--- src/rtl/fft8_pkg.sv ---
// Shared types and constants for the 8-point FFT front end.
package fft8_pkg;

    localparam int N_POINTS = 8;
    localparam int CNT_W    = 3;
    localparam int FP32_W   = 32;

    localparam logic [FP32_W-1:0] FP32_ONE = 32'h3F80_0000;

    typedef enum logic [1:0] {
        S_FILL,
        S_START,
        S_BUSY
    } loader_state_t;

    typedef struct packed {
        logic [FP32_W-1:0] re;
        logic [FP32_W-1:0] im;
    } cplx_t;

endpackage

--- src/rtl/fft8_input_loader_if.sv ---
// Sample stream into the FFT8 loader: valid/ready handshake carrying one complex word.
interface fft8_input_loader_if #(
    parameter int SIZE_DATA = 32
);
    logic                 i_valid;
    logic                 o_ready;
    logic [SIZE_DATA-1:0] i_real;
    logic [SIZE_DATA-1:0] i_imag;
    logic                 i_last;

    modport master (
        output i_valid,
        output i_real,
        output i_imag,
        output i_last,
        input  o_ready
    );

    modport slave (
        input  i_valid,
        input  i_real,
        input  i_imag,
        input  i_last,
        output o_ready
    );
endinterface

--- src/rtl/fft8_input_loader.sv ---
// Serial-to-parallel loader for the FFT8 core: 8 accepts fill the frame, then start/hold until done.
// Optional i_last framing check enabled by defining FFT8_LOADER_FRAME_CHECK_EN.
module fft8_input_loader
    import fft8_pkg::*;
#(
    parameter int SIZE_DATA = 32
) (
    input  logic                 i_clk,
    input  logic                 i_rst,
    fft8_input_loader_if.slave   s_in,
    output logic [SIZE_DATA-1:0] x0_real,
    output logic [SIZE_DATA-1:0] x1_real,
    output logic [SIZE_DATA-1:0] x2_real,
    output logic [SIZE_DATA-1:0] x3_real,
    output logic [SIZE_DATA-1:0] x4_real,
    output logic [SIZE_DATA-1:0] x5_real,
    output logic [SIZE_DATA-1:0] x6_real,
    output logic [SIZE_DATA-1:0] x7_real,
    output logic [SIZE_DATA-1:0] x0_imag,
    output logic [SIZE_DATA-1:0] x1_imag,
    output logic [SIZE_DATA-1:0] x2_imag,
    output logic [SIZE_DATA-1:0] x3_imag,
    output logic [SIZE_DATA-1:0] x4_imag,
    output logic [SIZE_DATA-1:0] x5_imag,
    output logic [SIZE_DATA-1:0] x6_imag,
    output logic [SIZE_DATA-1:0] x7_imag,
    output logic                 o_start,
    input  logic                 i_fft_done,
    output logic                 o_busy,
    output logic                 o_err
);

    loader_state_t    state;
    logic [CNT_W-1:0] cnt;
    cplx_t            slot [N_POINTS];
    logic             start_q;
    logic             busy_q;
    logic             err_q;
    logic             accept;
    logic             last_slot;
    logic             frame_err;

    assign s_in.o_ready = (state == S_FILL);
    assign accept       = s_in.i_valid && s_in.o_ready;
    assign last_slot    = (cnt == CNT_W'(N_POINTS - 1));

`ifdef FFT8_LOADER_FRAME_CHECK_EN
    // i_last must coincide exactly with the 8th slot; either mismatch aborts the frame.
    assign frame_err = s_in.i_last ^ last_slot;
`else
    logic unused_last;
    assign unused_last = s_in.i_last;
    assign frame_err   = 1'b0;
`endif

    always_ff @(posedge i_clk or posedge i_rst) begin
        if (i_rst) begin
            state   <= S_FILL;
            cnt     <= '0;
            start_q <= 1'b0;
            busy_q  <= 1'b0;
            err_q   <= 1'b0;
            for (int i = 0; i < N_POINTS; i++) begin
                slot[i] <= '0;
            end
        end else begin
            start_q <= 1'b0;
            err_q   <= 1'b0;
            case (state)
                S_FILL: begin
                    if (accept) begin
                        slot[cnt] <= '{re: s_in.i_real, im: s_in.i_imag};
                        if (frame_err) begin
                            cnt   <= '0;
                            err_q <= 1'b1;
                        end else begin
                            cnt <= cnt + CNT_W'(1);
                            if (last_slot) begin
                                state   <= S_START;
                                start_q <= 1'b1;
                                busy_q  <= 1'b1;
                            end
                        end
                    end
                end
                S_START: begin
                    state <= S_BUSY;
                end
                S_BUSY: begin
                    if (i_fft_done) begin
                        state  <= S_FILL;
                        busy_q <= 1'b0;
                    end
                end
                default: begin
                    state  <= S_FILL;
                    busy_q <= 1'b0;
                end
            endcase
        end
    end

    assign o_start = start_q;
    assign o_busy  = busy_q;
    assign o_err   = err_q;

    assign x0_real = slot[0].re;
    assign x1_real = slot[1].re;
    assign x2_real = slot[2].re;
    assign x3_real = slot[3].re;
    assign x4_real = slot[4].re;
    assign x5_real = slot[5].re;
    assign x6_real = slot[6].re;
    assign x7_real = slot[7].re;
    assign x0_imag = slot[0].im;
    assign x1_imag = slot[1].im;
    assign x2_imag = slot[2].im;
    assign x3_imag = slot[3].im;
    assign x4_imag = slot[4].im;
    assign x5_imag = slot[5].im;
    assign x6_imag = slot[6].im;
    assign x7_imag = slot[7].im;

endmodule

--- src/flat_wrapper.sv ---
// flat-port wrapper written by rule: the top's interface ports become plain ports
module fft8_input_loader_flat import fft8_pkg::*;
#(
    parameter int SIZE_DATA = 32
)
  (i_clk, i_rst, x0_real, x1_real, x2_real, x3_real, x4_real, x5_real, x6_real, x7_real, x0_imag, x1_imag, x2_imag, x3_imag, x4_imag, x5_imag, x6_imag, x7_imag, o_start, i_fft_done, o_busy, o_err, s_in_i_valid, s_in_i_real, s_in_i_imag, s_in_i_last, s_in_o_ready);
  fft8_input_loader_if #(.SIZE_DATA(SIZE_DATA)) s_in_i ();
  input  logic i_clk;
  input  logic i_rst;
  output logic [SIZE_DATA-1:0] x0_real;
  output logic [SIZE_DATA-1:0] x1_real;
  output logic [SIZE_DATA-1:0] x2_real;
  output logic [SIZE_DATA-1:0] x3_real;
  output logic [SIZE_DATA-1:0] x4_real;
  output logic [SIZE_DATA-1:0] x5_real;
  output logic [SIZE_DATA-1:0] x6_real;
  output logic [SIZE_DATA-1:0] x7_real;
  output logic [SIZE_DATA-1:0] x0_imag;
  output logic [SIZE_DATA-1:0] x1_imag;
  output logic [SIZE_DATA-1:0] x2_imag;
  output logic [SIZE_DATA-1:0] x3_imag;
  output logic [SIZE_DATA-1:0] x4_imag;
  output logic [SIZE_DATA-1:0] x5_imag;
  output logic [SIZE_DATA-1:0] x6_imag;
  output logic [SIZE_DATA-1:0] x7_imag;
  output logic o_start;
  input  logic i_fft_done;
  output logic o_busy;
  output logic o_err;
  input wire logic [$bits(s_in_i.i_valid)-1:0] s_in_i_valid;
  input wire logic [$bits(s_in_i.i_real)-1:0] s_in_i_real;
  input wire logic [$bits(s_in_i.i_imag)-1:0] s_in_i_imag;
  input wire logic [$bits(s_in_i.i_last)-1:0] s_in_i_last;
  output wire logic [$bits(s_in_i.o_ready)-1:0] s_in_o_ready;
  assign s_in_i.i_valid = s_in_i_valid;
  assign s_in_i.i_real = s_in_i_real;
  assign s_in_i.i_imag = s_in_i_imag;
  assign s_in_i.i_last = s_in_i_last;
  assign s_in_o_ready = s_in_i.o_ready;
  fft8_input_loader #(.SIZE_DATA(SIZE_DATA)) u_core (.i_clk(i_clk), .i_rst(i_rst), .s_in(s_in_i), .x0_real(x0_real), .x1_real(x1_real), .x2_real(x2_real), .x3_real(x3_real), .x4_real(x4_real), .x5_real(x5_real), .x6_real(x6_real), .x7_real(x7_real), .x0_imag(x0_imag), .x1_imag(x1_imag), .x2_imag(x2_imag), .x3_imag(x3_imag), .x4_imag(x4_imag), .x5_imag(x5_imag), .x6_imag(x6_imag), .x7_imag(x7_imag), .o_start(o_start), .i_fft_done(i_fft_done), .o_busy(o_busy), .o_err(o_err));
endmodule
--- config.mk ---
export PLATFORM = sky130hd
export DESIGN_NAME = fft8_input_loader_flat
export DESIGN_NICKNAME = d
export VERILOG_FILES = /design/src/rtl/fft8_pkg.sv /design/src/rtl/fft8_input_loader_if.sv /design/src/rtl/fft8_input_loader.sv /design/src/flat_wrapper.sv
export SDC_FILE = /design/constraint.sdc
export NUM_CORES = 1
export LEC_CHECK = 0
export ABC_AREA = 0
export CAP_MARGIN = 10
export CORE_AREA = 2 2 226 228
export CTS_CLUSTER_DIAMETER = 80
export DETAILED_ROUTE_END_ITERATION = 6
export DIE_AREA = 0 0 228 230
export GPL_ROUTABILITY_DRIVEN = 0
export PLACE_DENSITY = 0.68
export SETUP_SLACK_MARGIN = 0.05
export SLEW_MARGIN = 20
export SYNTH_ARGS = -nofsm -noshare
export SYNTH_HDL_FRONTEND = slang
export SYNTH_SLANG_ARGS = --single-unit
--- constraint.sdc ---
create_clock -name i_clk -period 21.5 [get_ports i_clk]
set_clock_uncertainty 0.05 [all_clocks]
set_input_delay 4.3 -clock i_clk [delete_from_list [all_inputs] [get_ports i_clk]]
set_output_delay 4.3 -clock i_clk [all_outputs]
set_load 0.005 [all_outputs]
==> flow_metrics.tcl <==
set metrics [dict create \
    fin_cells 2430 \
    avgSynthCellArea_sq_um 17.6 \
    yosys_register_bits 519 \
    grt_pass1_wl_um 84000 \
    fmax_mhz 149 \
    port_buffers 582 \
    worst_ep_arrival_time_ns 7.27 \
    synth_area_leader_cell "dfrtp_1" \
    start_util 0.392 \
    drive_above_1_share 0.353 \
    hold_path_class "register to register" \
    yosys-top-cells-area "dfrtp_1 67%, mux2_2 29%, buf_6 1.3%" \
    power.density_nw_per_um2 166 \
    syn_inst 1112 \
    crit_path_start_kind "input port" \
    finalSetupViolations 0 \
    yosysMostFrequentCell "dfrtp_1" \
    core_sq_um 49900 \
    postCtsHoldBufs 0 \
    antenna_left 0 \
    grt_usage 0.212 \
    drc 0 \
    routedWlPerCell_um 23.1 \
    required_ns 22.04 \
    htreeDepth 2 \
    synth_top_area_share 0.665 \
    drt_pre_antenna_iters 4 \
    vias_per_cell 4.92 \
    drt_iter0_drc 478 \
    multiInputGateArea_sq_um 6040 \
    clk_path_buf_depth 3 \
    p_leak_nw 11.9 \
    placedCellCount 2327 \
    synthArstFlopShare 1.00 \
    worst-setup-path-type "input port to async pin" \
    cp_max_fo 128 \
    fillerInstances 4110 \
    syn_to_final_growth_pct 41.8 \
    clock-sinks 519 \
    ys_seq_area_frac 0.665 \
    post_cts.repair.setup_buffers 0 \
    dp_hpwl_um 38300 \
    numCtsBuffers 54 \
    cts-root-buf "clkbuf_16" \
    end_kind "async pin" \
    final_max_slew_viol_count 0 \
    row_count 82 \
    worstSkewPairLatency_ns 0.58 \
    finalHoldViolations 0 \
    worst_pin_slew_ns 0.923 \
    grt_overflow 0 \
    wirelength_um 56100 \
    grt_pass1_vias 12800 \
    slew-limit-headroom 0.385 \
    dieArea_sq_um 52400 \
    worst_ir_drop_vdd_v 0.0000855 \
    grt_max_degree 179 \
    cts-resized-gates 0 \
    synth_area_sq_um 19500 \
    status "complete, no violations" \
    synth_nets 1183 \
    antenna_found_initial 4 \
    period_share 0.313 \
    timing.max_cap.violations 0 \
    rsz0062_at_grt "no" \
    finalSetupTns_ns 0 \
    cts_tree "done" \
    whs_ns 0.439 \
    ys_types 25 \
    regArea_sq_um 13000 \
    synth_ff_type "dfrtp_1" \
    synth_edf_count 0 \
    die_x_um 228 \
    synth_commonest_cells "519 x dfrtp_1, 504 x mux2_2, 23 x buf_6" \
    vias 11900 \
    die_h_um 230 \
    ys_warn_count 0 \
    nets 1783 \
    clk_pin_slew_worst_paths_ns 0.06 \
    io_pins 585 \
    period_needed_ns 6.73 \
]
metal layers:
layer	vias up	track usage	wire length, um
li1	5185	-	-
met1	6270	0.252	22100
met2	391	0.358	27800
met3	102	0.0689	4380
met4	0	0.0821	1840
met5	-	0	0
report_power, final:
group	switching (mW)	internal, mW
Clock	0.376	0.570
Sequential	0.252	1.47
Combinational	0.658	1.27
cell usage in the layout, fill, tap and decap left out, types with 6 or more instances in the layout:
| cell | count |
|---|---|
| clkdlybuf4s50_1 | 582 |
| mux2_2 | 504 |
| clkbuf_1 | 13 |
| clkbuf_8 | 15 |
| clkinv_2 | 9 |
| nand2_4 | 6 |
| buf_4 | 11 |
| dfrtp_1 | 519 |
| clkbuf_16 | 57 |
stage by stage:
| step | utilization | power [mW] | worst slack [ns] | cell area, sq um |
|---|---|---|---|---|
| 3_5_place_dp | 0.518 | 3.69 | 14.01 | 25800 |
| 5_1_grt | 0.555 | 4.84 | 14.29 | 27700 |
| 4_1_cts | 0.555 | 4.66 | 14.66 | 27700 |
| 3_3_place_gp | 0.518 | 3.64 | 14.08 | 25800 |
| 2_1_floorplan | - | 2.42 | 2.65 | 19500 |
| 6_report | 0.555 | 4.60 | 14.77 | 27700 |
worst paths after layout:
check	startpoint	to	slack, ns	depth (start not counted)
max	i_rst	u_core.x4_imag[4]	14.77	4
min	u_core.x7_imag[31]	u_core.x7_imag[31]	0.44	1
max reg2reg	u_core.cnt[0]	u_core.x6_imag[14]	18.60	4
min reg2reg	u_core.x7_imag[31]	u_core.x7_imag[31]	0.44	1
max in group i_clk	s_in_i_valid	u_core.x6_imag[14]	14.83	5
min in group asynchronous	i_rst	u_core.x4_real[12]	4.23	2
kinds of logic (layout without fill, tap and decap cells):
| group | count (synthesis) | count (layout) | synth area share |
|---|---|---|---|
| and+or+nand+nor | 18 | 18 | 0.00699 |
| buffers and inverters | 54 | 697 | 0.0271 |
| muxes | 514 | 514 | 0.297 |
| xor gates and xnor gates | 1 | 1 | 0.000449 |
| other | 1 | 4 | 0.000192 |
| DFF | 519 | 519 | 0.665 |
| adders and majority gates | 2 | 2 | 0.00128 |
| AOI/OAI and AO/OA | 3 | 3 | 0.00135 |
final cells by class:
class                      instances  share of cell area
tap                              672              0.0304
multi-input combinational        539               0.218
timing repair buffer             595               0.215
inverter                           3            0.000678
antenna                            3            0.000271
clock inverter                    14             0.00547
clock buffer                      85              0.0607
sequential                       519               0.469
critical path: stages:
cell and delay [ns]:
clkdlybuf4s50_1 0.50, inv_8 0.61, buf_4 0.86, buf_4 0.86
(Power assumes the default switching activity.)
